[src/rtl/z80_wait_gen.sv]
// ---------------------------------------------------------------------------
// z80_wait_gen
// Programmable wait-state generator for the Z80 glue CPLD. Each bus cycle is
// classified as memory read, memory write, I/O read or I/O write, and the ready
// strobe for that type is held low for a programmable number of clock edges.
// Refresh and interrupt-acknowledge cycles never get waits.
//
// Ports:
//   CLK          CPU clock, all state changes on the rising edge
//   nCPUxRESET   asynchronous active-low reset
//   nCPUxMREQ, nCPUxIORQ, nCPUxRD, nCPUxWR, nCPUxM1, nCPUxRFSH
//                Z80 bus control inputs (active low)
//   nCSxWS       active-low decode of the two config register I/O ports
//   CPU_ADDR0    config register select (0 = memory, 1 = I/O)
//   CPU_D        CPU data bus, written into the selected config register
//   WSxMEMRD, WSxMEMWR, WSxIORD, WSxIOWR
//                per-type ready strobes (1 = ready)
//   WSxBUSY      1 while the state machine is counting waits
// ---------------------------------------------------------------------------
module z80_wait_gen #(
  parameter logic [3:0] DEF_MEMRD = 4'd0,
  parameter logic [3:0] DEF_MEMWR = 4'd0,
  parameter logic [3:0] DEF_IORD  = 4'd2,
  parameter logic [3:0] DEF_IOWR  = 4'd2
) (
  input  logic       CLK,
  input  logic       nCPUxRESET,
  input  logic       nCPUxMREQ,
  input  logic       nCPUxIORQ,
  input  logic       nCPUxRD,
  input  logic       nCPUxWR,
  input  logic       nCPUxM1,
  input  logic       nCPUxRFSH,
  input  logic       nCSxWS,
  input  logic       CPU_ADDR0,
  input  logic [7:0] CPU_D,
  output logic       WSxMEMRD,
  output logic       WSxMEMWR,
  output logic       WSxIORD,
  output logic       WSxIOWR,
  output logic       WSxBUSY
);

  typedef enum logic [1:0] {
    S_IDLE = 2'd0,
    S_WAIT = 2'd1,
    S_DONE = 2'd2
  } state_t;

  state_t     state_q;
  logic [3:0] cnt_q;
  logic [1:0] type_q;
  logic       we_q;
  logic [7:0] cfg_mem_q;   // {MEMWR, MEMRD}
  logic [7:0] cfg_io_q;    // {IOWR, IORD}

  logic       act;
  logic       we;
  logic       cfg_wr;
  logic [1:0] type_live;
  logic [3:0] n_live;
  logic       strobe_low;
  logic [1:0] strobe_type;
  logic [3:0] ws_n;

  // Refresh (/MREQ with /RFSH) and INTA (/IORQ with /M1) are excluded here,
  // which is all it takes to keep them wait-free.
  assign act       = (~nCPUxMREQ & nCPUxRFSH) | (~nCPUxIORQ & nCPUxM1);
  assign type_live = {nCPUxMREQ, nCPUxRD};

  assign we     = ~nCSxWS & ~nCPUxIORQ & ~nCPUxWR & nCPUxM1;
  // Rising edge of the write strobe: exactly one register write per bus cycle.
  assign cfg_wr = we & ~we_q;

  always_comb begin
    n_live = 4'd0;
    case (type_live)
      2'b00:   n_live = cfg_mem_q[3:0];
      2'b01:   n_live = cfg_mem_q[7:4];
      2'b10:   n_live = cfg_io_q[3:0];
      default: n_live = cfg_io_q[7:4];
    endcase
  end

  // Config registers. The state machine samples n_live on the same edge that
  // a write lands, so a cycle that writes the registers still waits with the
  // old count.
  always_ff @(posedge CLK or negedge nCPUxRESET) begin
    if (!nCPUxRESET) begin
      we_q      <= 1'b0;
      cfg_mem_q <= {DEF_MEMWR, DEF_MEMRD};
      cfg_io_q  <= {DEF_IOWR, DEF_IORD};
    end else begin
      we_q <= we;
      if (cfg_wr) begin
        if (CPU_ADDR0) cfg_io_q  <= CPU_D;
        else           cfg_mem_q <= CPU_D;
      end
    end
  end

  // Wait-state machine.
  always_ff @(posedge CLK or negedge nCPUxRESET) begin
    if (!nCPUxRESET) begin
      state_q <= S_IDLE;
      cnt_q   <= 4'd0;
      type_q  <= 2'b00;
    end else begin
      case (state_q)
        S_IDLE: begin
          if (act) begin
            type_q <= type_live;
            if (n_live == 4'd0) begin
              state_q <= S_DONE;
            end else begin
              cnt_q   <= n_live - 4'd1;
              state_q <= S_WAIT;
            end
          end
        end
        S_WAIT: begin
          if (!act) begin
            state_q <= S_IDLE;
          end else if (cnt_q == 4'd0) begin
            state_q <= S_DONE;
          end else begin
            cnt_q <= cnt_q - 4'd1;
          end
        end
        S_DONE: begin
          if (!act) state_q <= S_IDLE;
        end
        default: state_q <= S_IDLE;
      endcase
    end
  end

  // The first wait edge is produced from IDLE using the live type; the
  // remaining N-1 come from WAIT using the latched type. Gating with act makes
  // an aborted cycle release the strobe immediately, and gating with the reset
  // keeps every strobe high while reset is held.
  always_comb begin
    strobe_low  = 1'b0;
    strobe_type = type_q;
    case (state_q)
      S_IDLE: begin
        strobe_low  = act & (n_live != 4'd0);
        strobe_type = type_live;
      end
      S_WAIT: begin
        strobe_low  = act & (cnt_q != 4'd0);
        strobe_type = type_q;
      end
      default: begin
        strobe_low  = 1'b0;
        strobe_type = type_q;
      end
    endcase
  end

  always_comb begin
    ws_n = 4'hF;
    if (strobe_low && nCPUxRESET) ws_n[strobe_type] = 1'b0;
  end

  assign WSxMEMRD = ws_n[0];
  assign WSxMEMWR = ws_n[1];
  assign WSxIORD  = ws_n[2];
  assign WSxIOWR  = ws_n[3];
  assign WSxBUSY  = (state_q == S_WAIT);

endmodule

[config.mk]
export PLATFORM = sky130hd
export DESIGN_NAME = z80_wait_gen
export DESIGN_NICKNAME = d
export VERILOG_FILES = /design/src/rtl/z80_wait_gen.sv
export SDC_FILE = /design/constraint.sdc
export NUM_CORES = 1
export LEC_CHECK = 0
export ABC_CLOCK_PERIOD_IN_PS = 2400
export BUFFER_PORTS_ARGS = -buffer_cell sky130_fd_sc_hd__buf_2
export CORE_AREA = 5 5 81 83
export CTS_BUF_LIST = sky130_fd_sc_hd__clkbuf_8
export CTS_CLUSTER_SIZE = 25
export DETAILED_ROUTE_END_ITERATION = 10
export DIE_AREA = 0 0 86 88
export SLEW_MARGIN = 20
export SYNTH_ARGS = -nofsm -noshare
export SYNTH_HDL_FRONTEND = slang
export SYNTH_SLANG_ARGS = --single-unit
[constraint.sdc]
create_clock -name CLK -period 2.4 [get_ports CLK]
set_clock_uncertainty 0.15 [all_clocks]
set_input_delay 0.48 -clock CLK [delete_from_list [all_inputs] [get_ports CLK]]
set_output_delay 0.48 -clock CLK [all_outputs]
set_load 0.01 [all_outputs]
==> summary.md, run 1 <==
| Metric | Value |
|---|---|
| Status | `finished clean` |
| Largest net degree at the start of global routing | `18` |
| Seq cells post-synth | `25` |
| Full die area | `7570 sq um` |
| Reg2reg start | `cfg_io_q[4]` |
| WL final | `2.77 mm` |
| HPWL after DPL | `2.20 mm` |
| Fin. max-slew vios | `0` |
| TritonCTS buffer count | `3` |
| DRC | `0` |
| Row Count | `28` |
| Pwr Total | `1.41 mW` |
| Kind of critical path | `input port to primary output` |
| GPL Wtd Cong | `0.800` |
| Peak supply drop | `0.266 mV` |
| Vias/cell | `4.36` |
| Min cycle time layout | `2.37 ns` |
| Worst-Skew Late Latency | `0.27 ns` |
| Top cells by area, synth | `dfrtp_1 (42%), mux2_2 (16%), mux2i_1 (6.5%), mux4_1 (5.7%), dfstp_2 (3.8%)` |
| Most common cell after layout, fill and taps aside | `dfrtp_1` |
| Min-Delay Endpoint | `we_q` |
| Cell area after synthesis | `1390 sq um` |
| Layout cell share with drive strength beyond 1 | `0.504` |
| Lkg Pwr | `0.746 nW` |
| Post-synthesis sequential area ratio | `0.453` |
| Sink Count | `25` |
| Number of flops mapped to enable cells by yosys | `0` |
| Fill cell count | `605` |
| Ports | `23` |
| Critical Path RT | `1.77 ns` |
| CP max FO | `5` |
| Mapped Nets | `122` |
| Hold path start | `nCPUxWR` |
| Initial drt markers | `43` |
| Area leader, netlist | `dfrtp_1` |
| Worst hold path type | `input port to flip-flop` |
| Actual slew at the worst max-slew pin | `0.461 ns` |
| Grt total ovfl | `0` |
| Critical path capture point type | `primary output` |
| CTS tree | `done` |
| DR vias | `925` |
| Setup ws final | `0.0323 ns` |
| Die X | `86 um` |
| Final core occ | `0.292` |
| Starting Density | `0.240` |
| Unrepaired setup endpoints after global routing | `true` |
| IO buf count | `22` |
| Synth Area per Inst | `13.4 sq um` |
| Yosys warns | `0` |
| Worst EP arrival | `1.74 ns` |
| Die H | `88 um` |
| FFs w/ async S/R, synth | `1.00` |
| Max-cap violations | `0` |
| H-tree depth | `1` |
| Design Area, Final | `1690 sq um` |
| Endpoints failing hold | `0` |
| R2R depth | `5` |
| First-pass GRT wire length | `4.71 mm` |
| # diodes | `0` |
| CTS clk-pin slew, worst paths | `0.08 ns` |
| CP startpoint kind | `input port` |
| WHS Path Cells | `2` |
| Main synth FF type | `dfrtp_1` |
| Commonest non-fill, non-tap cells in the layout | `dfrtp_1 (23), buf_2 (22), mux2_2 (20), buf_4 (10), mux2i_1 (9)` |
| Post-synth cell types | `30` |
| Core area | `5780 sq um` |
| Place WS | `0.0100 ns` |
| Final setup violation count | `0` |
| Register-to-Register Setup Slack | `0.45 ns` |
| Post-route ant nets | `0` |
| Vias in the first global route | `961` |
| Synth Instances | `103` |
| Area delta synth->final | `22.0%` |
| Final Cycle Share | `0.987` |
| Slew margin rel. | `0.693` |
| Area post-placement | `1630 sq um` |
| Top-area cell type share of the netlist area | `0.416` |
| Power Dens Cells | `836 nW/um^2` |
| Aggregate global-route resource usage | `0.0792` |
| Root Buffer | `clkbuf_8` |
| Maximum clock path buffer count | `2` |
| DR WL/cell | `13.1 um` |
| R2R Path End | `cnt_q[2]` |
| Fin nets | `157` |
| Antenna violations before repair | `0` |
| Fmax | `422 MHz` |
| Drt first pass iters | `4` |
-- registers in the layout, indices dropped and copies added, names as in the netlist --
register,flops
state_q,2
cfg_mem_q,8
cfg_io_q,8
type_q,2
we_q,1
cnt_q,4
-- logic make-up after synthesis --
family,after synthesis,synth area share
mux,36,0.339
flops,25,0.453
simple gates,24,0.102
compound gates,9,0.0596
buf+inv,7,0.0307
xor+xnor,1,0.00632
fa+ha+maj,1,0.00903
-- power breakdown --
group	internal (mW)	switching [mW]
clock network	0.116	0.133
logic	0.296	0.225
registers	0.549	0.0948
-- synth_stat cells (2+ instances only) --
master	n
a21boi_0	2
a21oi_1	2
buf_6	2
dfrtp_1	23
dfstp_2	2
inv_1	3
mux2_2	20
mux2_4	2
mux2i_1	9
mux4_1	3
mux4_2	2
nand2_1	2
nand2b_1	4
nand4_1	5
nor2_1	7
-- how the worst max path moves through the flow --
stage / from / endpoint / slack (ns) / cells past startpoint
after floorplan: nCPUxMREQ / WSxIORD / 0.10 / 5
after global placement: nCPUxRD / WSxIOWR / 0.03 / 6
after detailed placement: nCPUxRD / WSxIORD / 0.01 / 6
after CTS: cfg_io_q[4] / WSxIORD / 0.03 / 5
after global routing: cfg_mem_q[7] / WSxMEMWR / -0.06 / 5
final: nCPUxMREQ / WSxIORD / 0.03 / 6
-- area by class of cell --
type,instances,area (sq um),share of cell area
clock buffers,3,41.3,0.0244
clock inverters,1,5.00,0.00296
inverters,4,15.0,0.00888
multi-input cells,71,712,0.421
flip-flops and latches,25,628,0.372
well taps,75,93.8,0.0555
repair buffers,33,195,0.115
-- metrics by stage --
step / TNS, ns / hold slack, ns / cells
after CTS: 0 / 0.226 / 211
after detailed placement: 0 / 0.233 / 206
after global routing: -0.162 / 0.230 / 212
after global placement: 0 / 0.224 / 206
final: 0 / 0.227 / 212
after floorplan: 0 / 0.0344 / 103
-- critical path, cell delays in order --
cell and delay, ns:
buf_2 0.13, inv_2 0.07, mux4_2 0.54, a31oi_4 0.25
nand4_1 0.11, buf_2 0.16
-- metal layers --
layer | global-route usage | wire length (um) | up-vias
li1 | - | - | 453
met2 | 0.127 | 1320 | 16
met5 | 0 | 0 | -
met3 | 0.0207 | 155 | 2
met4 | 0.0302 | 26 | 0
met1 | 0.103 | 1270 | 454
-- what timing repair did --
action	in CTS	in global routing
hold buffers	1	0
setup endpoints to repair	4	4
pin swaps	1	2
cloned	0	0
resized for setup	2	1
endpoints found under the hold margin	7	0
setup buffers	0	1
No activity file was read; power rests on OpenSTA's default activity.
==> run 2, diff against run 1 <==
--- a/config.mk
+++ b/config.mk
@@ -12,6 +12,7 @@
 export CTS_CLUSTER_SIZE = 25
 export DETAILED_ROUTE_END_ITERATION = 10
 export DIE_AREA = 0 0 86 88
+export PLACE_DENSITY = 0.47
 export SLEW_MARGIN = 20
 export SYNTH_ARGS = -nofsm -noshare
 export SYNTH_HDL_FRONTEND = slang
==> summary.md, run 2 (synthesis gave the netlist of run 1 again) <==
| Metric | Value |
|---|---|
| Area post-placement | `1610 sq um (-1.4%)` |
| DR vias | `976 (+5.5%)` |
| TNS Setup | `0 ns (unchanged)` |
| H-tree depth | `1 (unchanged)` |
| Drt first pass iters | `4 (unchanged)` |
| Ports | `23 (unchanged)` |
| GPL Wtd Cong | `0.789 (-1.4%)` |
| Sink Count | `25 (unchanged)` |
| Actual slew at the worst max-slew pin | `0.485 ns (+0.0240 ns)` |
| Sequential power share | `0.460 (+0.004)` |
| DRC | `0 (unchanged)` |
| Clock power share | `0.176 (about the same)` |
| Vias in the first global route | `1076 (+12%)` |
| TritonCTS buffer count | `3 (unchanged)` |
| Slowest stage delay, CP | `0.54 ns (about the same)` |
| Area delta synth->final | `20.1%` |
| Total net switching power | `0.460 mW (+1.8%)` |
| Core area | `5780 sq um (unchanged)` |
| Endpoints failing hold | `0 (unchanged)` |
| Largest net degree at the start of global routing | `26 (+8)` |
| Fin nets | `153 (-2.5%)` |
| HPWL after DPL | `2.35 mm (+6.8%)` |
| DR WL/cell | `14.4 um (+10%)` |
| Worst hold path type | `input port to async pin` |
| Lkg Pwr | `0.730 nW (-2.1%)` |
| Power Dens Cells | `849 nW/um^2 (+1.5%)` |
| Die X | `86 um (unchanged)` |
| Post-CTS Hold Buffers | `0 (-1)` |
| Starting Density | `0.240 (unchanged)` |
| Root Buffer | `clkbuf_8` |
| CTS tree | `done` |
| Design Area, Final | `1660 sq um (-1.6%)` |
| Die H | `88 um (unchanged)` |
| Layout cell share with drive strength beyond 1 | `0.496 (-0.00741)` |
| Vias/cell | `4.69 (+7.5%)` |
| IO buf count | `22 (unchanged)` |
| Commonest non-fill, non-tap cells in the layout | `dfrtp_1 (23), buf_2 (21), mux2_2 (20), mux2i_1 (9), buf_4 (7)` |
| Worst EP arrival | `1.76 ns (+0.02 ns)` |
| Max-cap violations | `0 (unchanged)` |
| Full die area | `7570 sq um (unchanged)` |
| Slew margin rel. | `0.677 (-0.0160)` |
| Largest regs | `cfg_io_q: 8 flops, cfg_mem_q: 8 flops, cnt_q: 4 flops` |
| # diodes | `0 (unchanged)` |
| Peak supply drop | `0.396 mV (+49%)` |
| Critical Path RT | `1.77 ns (about the same)` |
| CTS clk-pin slew, worst paths | `0.09 ns (about the same)` |
| Unrepaired setup endpoints after global routing | `true` |
| Fmax | `418 MHz (-0.96%)` |
| Net Sw Frac | `0.326 (+0.00586)` |
| Most common cell after layout, fill and taps aside | `dfrtp_1` |
| Antenna violations before repair | `0 (unchanged)` |
| Maximum clock path buffer count | `2 (unchanged)` |
| CP max-delay cell | `mux4_2` |
| Crit path cell chain | `mux4_2, nor2_4, a31oi_4, nand4_1, buf_2` |
| Kind of critical path | `flip-flop to primary output` |
| Status | `finished clean` |
| Final Cycle Share | `0.996 (+0.00959)` |
| Critical path capture point type | `primary output` |
| Final setup violation count | `0 (unchanged)` |
| Fill cell count | `612 (+1.2%)` |
| CP max FO | `5 (unchanged)` |
| Internal Power | `0.952 mW (-0.90%)` |
| Buf+Inv Stages, Crit Path | `1 (-2)` |
| Combinational share of power | `0.364 (-0.005)` |
| First-pass GRT wire length | `5.13 mm (+9.1%)` |
| Min cycle time layout | `2.39 ns (+0.0230 ns)` |
| Grt total ovfl | `0 (unchanged)` |
| WL final | `3.00 mm (+8.2%)` |
| Top Family by Delay on Critical Path | `multiplexers` |
| Fin. max-slew vios | `0 (unchanged)` |
| Row Count | `28 (unchanged)` |
| Worst-Skew Late Latency | `0.27 ns (about the same)` |
| Initial drt markers | `32 (-26%)` |
| Post-route ant nets | `0 (unchanged)` |
| Aggregate global-route resource usage | `0.0856 (+0.00634)` |
| CP startpoint kind | `flip-flop` |
[run 2: cell types whose count changed in the layout (fill, tap and decap cells not counted), sizes merged]
cell	before	now
clkinv	1	0
inv	4	5
dlygate4sd3	1	0
buf	32	28
clkbuf	3	4
[run 2: worst paths after layout]
path	from	endpoint	slack, ns	cells after the start
worst max-delay path	cfg_io_q[4]	WSxIORD	0.009	5
worst min-delay path	nCPUxRESET	cnt_q[3]	0.14	2
worst max register to register	cfg_io_q[4]	cnt_q[2]	0.41	5
worst min register to register	type_q[1]	type_q[1]	0.39	1
max in group asynchronous	nCPUxRESET	cfg_io_q[5]	1.66	2
min in group CLK	nCSxWS	we_q	0.23	2
[run 2: per-layer routing]
layer	vias to the layer above	part of all wire	track usage
li1	449	-	-
met1	505	0.45	0.109
met2	18	0.50	0.151
met3	4	0.034	0.0169
met4	0	0.0097	0.0173
met5	-	0	0
[run 2: final cells by class]
cell class	count	area, sq um	area share
inverter	4	17.5	0.0105
sequential	25	628	0.377
clock inverter	1	3.75	0.00226
multi-input combinational	71	714	0.429
tap	75	93.8	0.0564
clock buffer	3	41.3	0.0248
timing repair buffer	29	165	0.0992
[run 2: power by group through the flow]
stage	registers, mW	logic, mW	clock network (mW)
floorplan	0.621	0.399	0
CTS	0.649	0.518	0.254
global placement	0.648	0.489	0
global route	0.668	0.578	0.268
finish	0.650	0.515	0.248
detailed placement	0.656	0.500	0
[run 2: through the flow]
step | total power, mW | utilization | setup WS [ns] | hold WS (ns) | std cells
after floorplan | 1.02 | - | 0.101 | 0.0344 | 103
after global placement | 1.14 | 0.278 | 0.0173 | 0.361 | 203
after CTS | 1.42 | 0.287 | 0.0000999 | 0.177 | 208
final | 1.41 | 0.288 | 0.00925 | 0.142 | 208
after detailed placement | 1.16 | 0.278 | -0.0225 | 0.368 | 203
after global routing | 1.51 | 0.288 | -0.0740 | 0.197 | 208
[run 2: what timing repair did]
item	4_1_cts	5_1_grt
setup endpoints to repair	4	4
pin swaps	1	1
setup buffers	1	0
resized for setup	3	3
